==> src/rtl/note_pkg.sv <==
// Shared note codes, nominal frequency table and classification window helper
// for the note detector.
package note_pkg;

    localparam int unsigned CODE_W    = 4;
    localparam int unsigned PER_W     = 24;
    localparam int unsigned NUM_CODES = 14;

    localparam logic [CODE_W-1:0] DO2_CODE  = 4'd0;
    localparam logic [CODE_W-1:0] DO3_CODE  = 4'd1;
    localparam logic [CODE_W-1:0] FA2_CODE  = 4'd2;
    localparam logic [CODE_W-1:0] LA1_CODE  = 4'd3;
    localparam logic [CODE_W-1:0] LA2_CODE  = 4'd4;
    localparam logic [CODE_W-1:0] MI2_CODE  = 4'd5;
    localparam logic [CODE_W-1:0] RE2_CODE  = 4'd6;
    localparam logic [CODE_W-1:0] REB2_CODE = 4'd7;
    localparam logic [CODE_W-1:0] REB3_CODE = 4'd8;
    localparam logic [CODE_W-1:0] SIB2_CODE = 4'd9;
    localparam logic [CODE_W-1:0] SOL2_CODE = 4'd10;
    localparam logic [CODE_W-1:0] MUTE_CODE = 4'd11;
    localparam logic [CODE_W-1:0] RE1_CODE  = 4'd12;
    localparam logic [CODE_W-1:0] RE3_CODE  = 4'd13;
    localparam logic [CODE_W-1:0] UNK_CODE  = 4'd15;

    // Nominal frequency per code in centi-Hz; 0 marks codes that are not tones.
    localparam int unsigned FREQ_CHZ [NUM_CODES] = '{
        26163, 52325, 34923, 22000, 44000, 32963, 29366,
        27718, 55437, 46616, 39200, 0,     14683, 58733
    };

    typedef struct packed {
        logic [PER_W-1:0] lo;
        logic [PER_W-1:0] hi;
    } win_t;

    // Open window: a period matches when lo < period < hi. lo is the floor and
    // hi the ceiling of the exact bounds, so an exact-boundary period is outside.
    function automatic win_t period_window(input int unsigned clk_hz,
                                           input int unsigned tol_pct,
                                           input int unsigned freq_chz);
        logic [63:0] num_lo;
        logic [63:0] num_hi;
        logic [63:0] den;
        win_t        w;
        if (freq_chz == 0) begin
            w.lo = '1;
            w.hi = '0;
        end else begin
            den    = 64'(freq_chz);
            num_lo = 64'(clk_hz) * 64'(100 - tol_pct);
            num_hi = 64'(clk_hz) * 64'(100 + tol_pct);
            w.lo   = PER_W'(num_lo / den);
            w.hi   = PER_W'((num_hi + den - 64'd1) / den);
        end
        return w;
    endfunction

endpackage

==> src/rtl/note_classify.sv <==
// Combinational period-to-note classifier: returns the code whose tolerance
// window contains the period, or UNK_CODE.
module note_classify
    import note_pkg::*;
#(
    parameter int unsigned CLK_HZ  = 50_000_000,
    parameter int unsigned TOL_PCT = 2
) (
    input  logic [PER_W-1:0]  period,
    output logic [CODE_W-1:0] code_c
);

    logic [NUM_CODES-1:0] hit;

    for (genvar i = 0; i < NUM_CODES; i++) begin : g_win
        localparam win_t WIN = period_window(CLK_HZ, TOL_PCT, FREQ_CHZ[i]);
        assign hit[i] = (period > WIN.lo) && (period < WIN.hi);
    end

    // Windows do not overlap at sane tolerances; lowest code wins otherwise.
    always_comb begin
        code_c = UNK_CODE;
        for (int i = NUM_CODES - 1; i >= 0; i--) begin
            if (hit[i]) code_c = CODE_W'(i);
        end
    end

endmodule

==> src/rtl/note_detector.sv <==
// Measures the period of a square-wave tone, classifies it and reports a note
// once it is stable. Define NOTE_DET_CNT_EN to enable the note_chg counter.
module note_detector
    import note_pkg::*;
#(
    parameter int unsigned CLK_HZ     = 50_000_000,
    parameter int unsigned STABLE_CNT = 3,
    parameter int unsigned TOL_PCT    = 2
) (
    input  logic              clk,
    input  logic              rst_n,
    input  logic              nota,
    output logic [CODE_W-1:0] note_code,
    output logic              note_valid,
    output logic              note_chg,
    output logic [PER_W-1:0]  period,
    output logic [7:0]        note_cnt
);

    localparam int unsigned      MUTE_CYC = CLK_HZ / 50;
    localparam int unsigned      MC_W     = 3;
    localparam logic [MC_W-1:0]  STABLE   = MC_W'(STABLE_CNT);
    localparam logic [PER_W-1:0] CNT_MAX  = '1;
    localparam logic [PER_W-1:0] MUTE_LIM = PER_W'(MUTE_CYC);

    typedef enum logic {S_WAIT = 1'b0, S_MEAS = 1'b1} state_t;

    state_t            state, state_nx;
    logic              sync1, sync2, sync3, edge_q;
    logic [PER_W-1:0]  cnt, cnt_nx, period_nx, meas_c;
    logic [CODE_W-1:0] cand, cand_nx, class_c, code_nx;
    logic [MC_W-1:0]   match_cnt, match_nx;
    logic              valid_nx, chg_nx;

    // Two-flop synchronizer plus registered rising-edge detect.
    always_ff @(posedge clk or negedge rst_n) begin
        if (!rst_n) begin
            sync1  <= 1'b0;
            sync2  <= 1'b0;
            sync3  <= 1'b0;
            edge_q <= 1'b0;
        end else begin
            sync1  <= nota;
            sync2  <= sync1;
            sync3  <= sync2;
            edge_q <= sync2 & ~sync3;
        end
    end

    assign meas_c = (cnt == CNT_MAX) ? CNT_MAX : cnt + PER_W'(1);

    note_classify #(
        .CLK_HZ  (CLK_HZ),
        .TOL_PCT (TOL_PCT)
    ) u_classify (
        .period (meas_c),
        .code_c (class_c)
    );

    always_ff @(posedge clk or negedge rst_n) begin
        if (!rst_n) begin
            state      <= S_WAIT;
            cnt        <= '0;
            period     <= '0;
            cand       <= MUTE_CODE;
            match_cnt  <= '0;
            note_code  <= MUTE_CODE;
            note_valid <= 1'b0;
            note_chg   <= 1'b0;
        end else begin
            state      <= state_nx;
            cnt        <= cnt_nx;
            period     <= period_nx;
            cand       <= cand_nx;
            match_cnt  <= match_nx;
            note_code  <= code_nx;
            note_valid <= valid_nx;
            note_chg   <= chg_nx;
        end
    end

    always_comb begin
        state_nx  = state;
        cnt_nx    = cnt;
        period_nx = period;
        cand_nx   = cand;
        match_nx  = match_cnt;
        code_nx   = note_code;
        valid_nx  = note_valid;
        chg_nx    = 1'b0;

        case (state)
            S_WAIT: begin
                if (edge_q) begin
                    cnt_nx   = '0;
                    state_nx = S_MEAS;
                end
            end
            S_MEAS: begin
                // An edge coinciding with the timeout still closes a period.
                if (edge_q) begin
                    period_nx = meas_c;
                    cnt_nx    = '0;
                    if (class_c == cand) begin
                        if (match_cnt < STABLE) match_nx = match_cnt + MC_W'(1);
                    end else begin
                        cand_nx  = class_c;
                        match_nx = MC_W'(1);
                    end
                end else if (cnt >= MUTE_LIM) begin
                    state_nx = S_WAIT;
                    cnt_nx   = '0;
                    cand_nx  = MUTE_CODE;
                    match_nx = STABLE;
                end else if (cnt != CNT_MAX) begin
                    cnt_nx = cnt + PER_W'(1);
                end
            end
            default: state_nx = S_WAIT;
        endcase

        // Publish a confirmed candidate only when it differs from the report.
        if ((match_cnt >= STABLE) && ((cand != note_code) || !note_valid)) begin
            code_nx  = cand;
            valid_nx = 1'b1;
            chg_nx   = 1'b1;
        end
    end

`ifdef NOTE_DET_CNT_EN
    always_ff @(posedge clk or negedge rst_n) begin
        if (!rst_n) begin
            note_cnt <= '0;
        end else if (chg_nx) begin
            note_cnt <= note_cnt + 8'd1;
        end
    end
`else
    assign note_cnt = '0;
`endif

endmodule

==> config.mk <==
export PLATFORM = sky130hd
export DESIGN_NAME = note_detector
export DESIGN_NICKNAME = d
export VERILOG_FILES = /design/src/rtl/note_pkg.sv /design/src/rtl/note_classify.sv /design/src/rtl/note_detector.sv
export SDC_FILE = /design/constraint.sdc
export NUM_CORES = 1
export LEC_CHECK = 0
export ABC_CLOCK_PERIOD_IN_PS = 5080
export CAP_MARGIN = 20
export CORE_MARGIN = 5
export CORE_UTILIZATION = 40
export CTS_CLUSTER_SIZE = 24
export DETAILED_ROUTE_END_ITERATION = 12
export PLACE_DENSITY = 0.67
export RECOVER_POWER = 50
export REMOVE_ABC_BUFFERS = 1
export SYNTH_ARGS = -nofsm -noshare
export SYNTH_HDL_FRONTEND = slang
export SYNTH_SLANG_ARGS = --single-unit
==> constraint.sdc <==
create_clock -name clk -period 5.08 [get_ports clk]
set_input_delay 1.524 -clock clk [delete_from_list [all_inputs] [get_ports clk]]
set_output_delay 1.524 -clock clk [all_outputs]
set_load 0.05 [all_outputs]
Word-level counts from Yosys, hierarchy flattened:

Index checks and enable logic that the tools add are counted.

* flip-flop bits (word level): 66
* output and inout port bits: 38

* add/subtract/negate cells: 2
* order comparisons: 31
* eq/ne operators: 8
* mux-type cells: 32
* bitwise logic cells: 3
* reduce and logical (&&, ||, !) cells: 22

Operators by type and width (number)
* 24-bit by 17-bit > comparator with 1-bit output (second input constant): 6
* 24-bit by 18-bit > comparator with 1-bit output (second input constant): 6
* 24-bit by 17-bit less-than comparator with 1-bit output (second input constant): 6
* 24-bit by 18-bit less-than comparator with 1-bit output (second input constant): 6
* 24-bit 2-to-1 mux: 5
* 24-bit one-hot mux with 2 select lines: 1
* 4-bit 2-to-1 mux: 11
* 24-bit by 1-bit adder with 24-bit output (second input constant): 1
* 24-bit equality test (second input constant): 1
* 24-bit by 20-bit >= comparator with 1-bit output (second input constant): 1
* 24-bit by 19-bit > comparator with 1-bit output (second input constant): 1
* 24-bit > comparator (second input constant): 1
* 24-bit by 1-bit less-than comparator with 1-bit output (second input constant): 1
* 24-bit by 19-bit less-than comparator with 1-bit output (second input constant): 1
* 3-bit 2-to-1 mux: 8
* 24-bit != test (second input constant): 1
* 1-bit logical AND: 15
* 3-bit AND reduction: 2
* 4-bit equality test: 1
* 1-bit 2-to-1 mux: 4
* 2-bit 2-to-1 mux: 2
* 2-bit != test (second input constant): 2
* 4-bit by 1-bit != test with 1-bit output (second input constant): 1
* 4-bit != test: 1
* 11 further kinds: 13

Logic depth before layout (Yosys ltp):

Gate-level depths: netlist (run 1).

* word-level depth: 21
* gate-level depth with buffers: 16
* mapped depth without buffers: 14

Hierarchy:

From an unflattened synthesis (run 1), not the netlist that was laid out.

* cell total of the unflattened synthesis: 608
* area total of the unflattened synthesis: 4988.5 um2

By module, submodules not included
* note_detector: times used 1, cells each 378, area each 3569.7 um2, sequential area each 1659.1 um2
* note_classify: times used 1, cells each 230, area each 1418.9 um2, sequential area each 0.0 um2

Worst setup path before layout (run 1):

No wires, ideal clock.

* path type: register -> register
* start: register cnt[0]
* end: register cand[2]
* arrival time: 3.609 ns
* data required time: 4.953 ns
* slack: 1.343 ns
* cell stages (with the launch flop): 17
* path buffers: 2
* path through: dfrtp_1 buf_4 clkbuf_1 inv_1 ha_1 nor3b_1 a221oi_1 nand2_1 a31oi_1 nand4_1 a311oi_1 a21oi_1 nor2_2 and4b_1 or4b_4 a41oi_1 o22ai_1

* longest elaborated chain between the ends: 21

Ends and longest elaborated chain
* start, declared: RTL line note_detector.sv:30 `logic [PER_W-1:0] cnt, cnt_nx, period_nx, meas_c;`
* start signal, assigned: RTL line note_detector.sv:72 `cnt <= cnt_nx;`
* 24-bit by 1-bit adder with 24-bit output / 24-bit equality test (equally long branches): RTL line note_detector.sv:50 `assign meas_c = (cnt == CNT_MAX) ? CNT_MAX : cnt + PER_W'(1);`
* 24-bit 2-to-1 mux: RTL line note_detector.sv:50
* 24-bit by 17-bit > comparator with 1-bit output / 24-bit by 17-bit less-than comparator with 1-bit output (equally long branches): RTL line note_classify.sv:17 `assign hit[i] = (period > WIN.lo) && (period < WIN.hi);`
* 1-bit logical AND: RTL line note_classify.sv:17
* 2-bit 2-to-1 mux (2 in series): RTL line note_classify.sv:24 `if (hit[i]) code_c = CODE_W'(i);`
* 3-bit 2-to-1 mux (4 in series): RTL line note_classify.sv:24
* 4-bit 2-to-1 mux (8 in series): RTL line note_classify.sv:24
* 4-bit equality test: RTL line note_detector.sv:104 `if (class_c == cand) begin`
* 2-bit != test (no line)
* 3-bit AND reduction (no line)
* end signal, assigned: RTL line note_detector.sv:74 `cand <= cand_nx;`
* end, declared: RTL line note_detector.sv:31 `logic [CODE_W-1:0] cand, cand_nx, class_c, code_nx;`

Parallel ways exist; a longest one is shown, timed or not. The select of a mux whose other input is x is not followed.
A chain may end at the register's enable or synchronous reset.

Worst setup path after layout (run 1):

* start: register cnt[1]
* end: register cand[2]

The elaborated chain is that of the path after synthesis.

==> summary.md, run 1 <==
| Metric | Value |
|---|---|
| Fin worst setup slack | `0.5504 ns` |
| Met3 Usage GRT | `3.893%` |
| Distinct cells, synth | `93` |
| Share of cells above drive strength 1 | `12.42%` |
| Number of synthesized flops with an enable pin | `0` |
| Detail Placement HPWL | `15.03 mm` |
| Via count | `6292` |
| Setup violators final | `0` |
| Iteration-0 DRC Markers | `851` |
| Worst-margin pin slew | `1.669 ns` |
| Post-cts gate resize count | `0` |
| CTS clk-pin slew, worst paths | `0.06 ns` |
| GRT Total Usage | `22.53%` |
| Initial Util | `40.99%` |
| Die footprint | `17490 sq um` |
| Hold Fails Final Rpt | `0` |
| Ys flop type | `dfrtp_1` |
| Post-route insts no fill | `981` |
| GR Util met2 | `33.10%` |
| Status | `finished, violations left` |
| Max cap viols | `1` |
| Crit-path slowest cell | `or4b_4` |
| ANT nets after route | `0` |
| P&R area growth vs syn | `15.42%` |
| Synth Instances | `766` |
| Failing checks | `max-capacitance violations, max-slew violations` |
| Fill cells | `1411` |
| Die width | `132.3 microns` |
| # rows | `44` |
| Global-route wire length before repair | `31.99 mm` |
| Slew headroom | `-11.26%` |
| Register bit total from synthesis | `66` |
| Total Negative Setup Slacks | `0 ns` |
| Setup bufs post-CTS | `0` |
| Mapped Area | `5979 sq um` |
| CP required | `5.30 ns` |
| Crit end category | `flip-flop` |
| Crit-path max cell delay | `0.58 ns` |
| CP Max Fanout | `12` |
| Die height | `132.3 microns` |
| IO Port Bufs | `32` |
| Area contributors post-synth | `dfrtp_1 (25%), nand2_1 (4.5%), o21ai_0 (4.4%)` |
| TritonCTS clock tree | `built` |
| Leading area contributor after synthesis | `dfrtp_1` |
| Worst path cell trace | `ha_1 > and4_1 > nand3_2 > o31a_1 > a211o_1 > or4_4 > a21oi_1 > inv_1 > a32oi_1 > nor4b_1 > or4b_4 > a41oi_1 > o22ai_1` |
| Fin nets | `799` |
| DRC | `0` |
| Worst Setup Path Type | `reg2reg` |
| Root Driver | `clkbuf_16` |
| Leakage | `0.002666 uW` |
| Max Clock Freq | `220.8 MHz` |
| RD Place Congestion | `1.063` |
| Period utilization | `89.17%` |
| Final Max Tran Viols | `67` |
| Skew-Pair Late Insertion Delay | `0.35 ns` |
| Number of global-route vias before repair | `5734` |
| Power density cells | `310.7 nW/um^2` |
| Asr flop ratio synth | `100.0%` |
| # clock sinks | `66` |
| Via density | `6.414` |
| Pre-CTS setup slack | `0.6116 ns` |
| Initial antenna violation count | `0` |
| Met1 Use GR | `31.73%` |
| Io pins | `41` |
| Worst hold path class | `reg2reg` |
| Yosys top cell area share | `25.11%` |
| Synthesized area per cell | `7.806 sq um` |
| Total CTS buffers | `9` |
| Final WL | `19.95 mm` |
| GRT overflow | `0` |
| CTS Buffer Depth | `2` |
| Ys Warns | `0` |
| Multi-input logic area | `3978 sq um` |
| DR WL/cell | `20.33 microns` |
| Clock skew | `0.01081 ns` |
| Startpoint types | `flip-flop` |
| Largest net degree at the start of global routing | `67` |
| Hold-fix buffers at CTS | `0` |
| Seq/Total Area, Yosys | `27.75%` |
| Crit path DAT | `4.75 ns` |
| Top-count cell post-synth | `nand2_1` |
| Minimum clock period | `4.530 ns` |
| RSZ-0062 raised after global routing | `no` |
| DR pass1 iterations | `6` |
| ANT cells | `0` |
| Most common library cells after synthesis | `nand2_1 (71), nor2_1 (64), dfrtp_1 (60)` |
| Register Area | `1659 sq um` |
| Core Region | `14590 sq um` |
| Placed instance count | `965` |
| Grt peak-use layer | `met2` |
| Peak VDD IR | `0.1573 mV` |
| CTS H-tree lvls | `3` |
==> final timing paths <==
kind | slack (ns) | from | endpoint | depth (start not counted)
max | 0.55 | cnt[1]$_DFFE_PN0P_ | cand[2]$_DFFE_PN0P_ | 13
max in group asynchronous | 2.47 | rst_n | cnt[15]$_DFFE_PN0P_ | 1
min in group asynchronous | 1.56 | rst_n | cnt[9]$_DFFE_PN0P_ | 1
min reg2reg | 0.35 | sync1$_DFF_PN0_ | sync2$_DFF_PN0_ | 0
max reg2reg | 0.55 | cnt[1]$_DFFE_PN0P_ | cand[2]$_DFFE_PN0P_ | 13
min | 0.35 | sync1$_DFF_PN0_ | sync2$_DFF_PN0_ | 0
==> kinds of logic after synthesis <==
family / share of synthesized area (%)
AO/OA/AOI/OAI: 25.15
XOR/XNOR: 4.206
adder cells (fa/ha/maj): 0.8370
buffers and inverters: 6.215
flip-flops: 27.75
multiplexers: 1.172
other: 0.06271
AND/OR/NAND/NOR: 34.61
==> placed cells by master, fill, tap and decap left out, types with 14 or more instances in the layout <==
cell,netlist,routed
clkdlybuf4s50_1,0,30
inv_1,18,18
a31oi_1,18,18
and2_1,19,16
o31ai_1,14,14
a21oi_1,38,38
o21ai_0,53,53
nand2_1,71,71
nor4_1,19,19
nor2_1,64,63
dfrtp_1,60,60
xnor2_1,16,16
buf_4,14,37
nand3_1,33,33
nor3_1,32,32
nand4_1,24,24
==> power by group <==
part | leakage, uW | switching (uW) | internal (uW)
sequential | 0.000839 | 67.6 | 588
combinational | 0.00165 | 481 | 229
clock | 0.000177 | 247 | 532
==> flip-flops by register name (all words and copies together) (netlist names), 3 cells and up <==
signal and count:
period 24, note_code 4, match_cnt 3, cand 4
cnt 24
==> layer usage <==
layer | share of wire (%) | routed length [microns] | vias up
met3 | 8.3 | 1650 | 65
li1 | - | - | 2945
met1 | 44 | 8786 | 2933
met4 | 4.2 | 841 | 0
met2 | 43 | 8668 | 349
met5 | 0 | 0 | -
==> stage by stage <==
stage	instance area [sq um]	power, uW	util [%]	hold WS [ns]
floorplan	5705	1125	-	0.3312
global placement	6541	1362	44.84	0.3375
detailed placement	6541	1362	44.84	0.3379
CTS	6908	2152	47.35	0.3503
global route	6902	2237	47.31	0.3622
finish	6902	2144	47.31	0.3502
==> critical path, delay by kind of cell (launching register included) <==
family | cells | cell delay, ns
compound gates | 6 | 1.47
fa+ha+maj | 1 | 0.41
simple gates | 5 | 1.96
flops | 1 | 0.48
buf+inv | 1 | 0.06
==> area by class of cell <==
class | count | share of cell area, %
sequential | 66 | 24.04
timing repair buffer | 70 | 8.648
inverter | 19 | 1.033
multi-input combinational | 626 | 57.63
clock buffer | 10 | 3.318
clock inverter | 6 | 1.994
tap | 184 | 3.336
Note: power is estimated with default switching activity, not from simulation.
==> run 2: changes to the inputs <==
--- a/config.mk
+++ b/config.mk
@@ -14,6 +14,7 @@
 export PLACE_DENSITY = 0.67
 export RECOVER_POWER = 50
 export REMOVE_ABC_BUFFERS = 1
+export SKIP_LAST_GASP = 1
 export SYNTH_ARGS = -nofsm -noshare
 export SYNTH_HDL_FRONTEND = slang
 export SYNTH_SLANG_ARGS = --single-unit
==> results of run 2 <==
The final DEF is identical to that of run 1; final timing and power are the same.
==> run 3: changes to the inputs <==
--- a/config.mk
+++ b/config.mk
@@ -6,7 +6,6 @@
 export NUM_CORES = 1
 export LEC_CHECK = 0
 export ABC_CLOCK_PERIOD_IN_PS = 5080
-export CAP_MARGIN = 20
 export CORE_MARGIN = 5
 export CORE_UTILIZATION = 40
 export CTS_CLUSTER_SIZE = 24
==> results of run 3 <==
The final DEF is identical to that of run 1; final timing and power are the same.
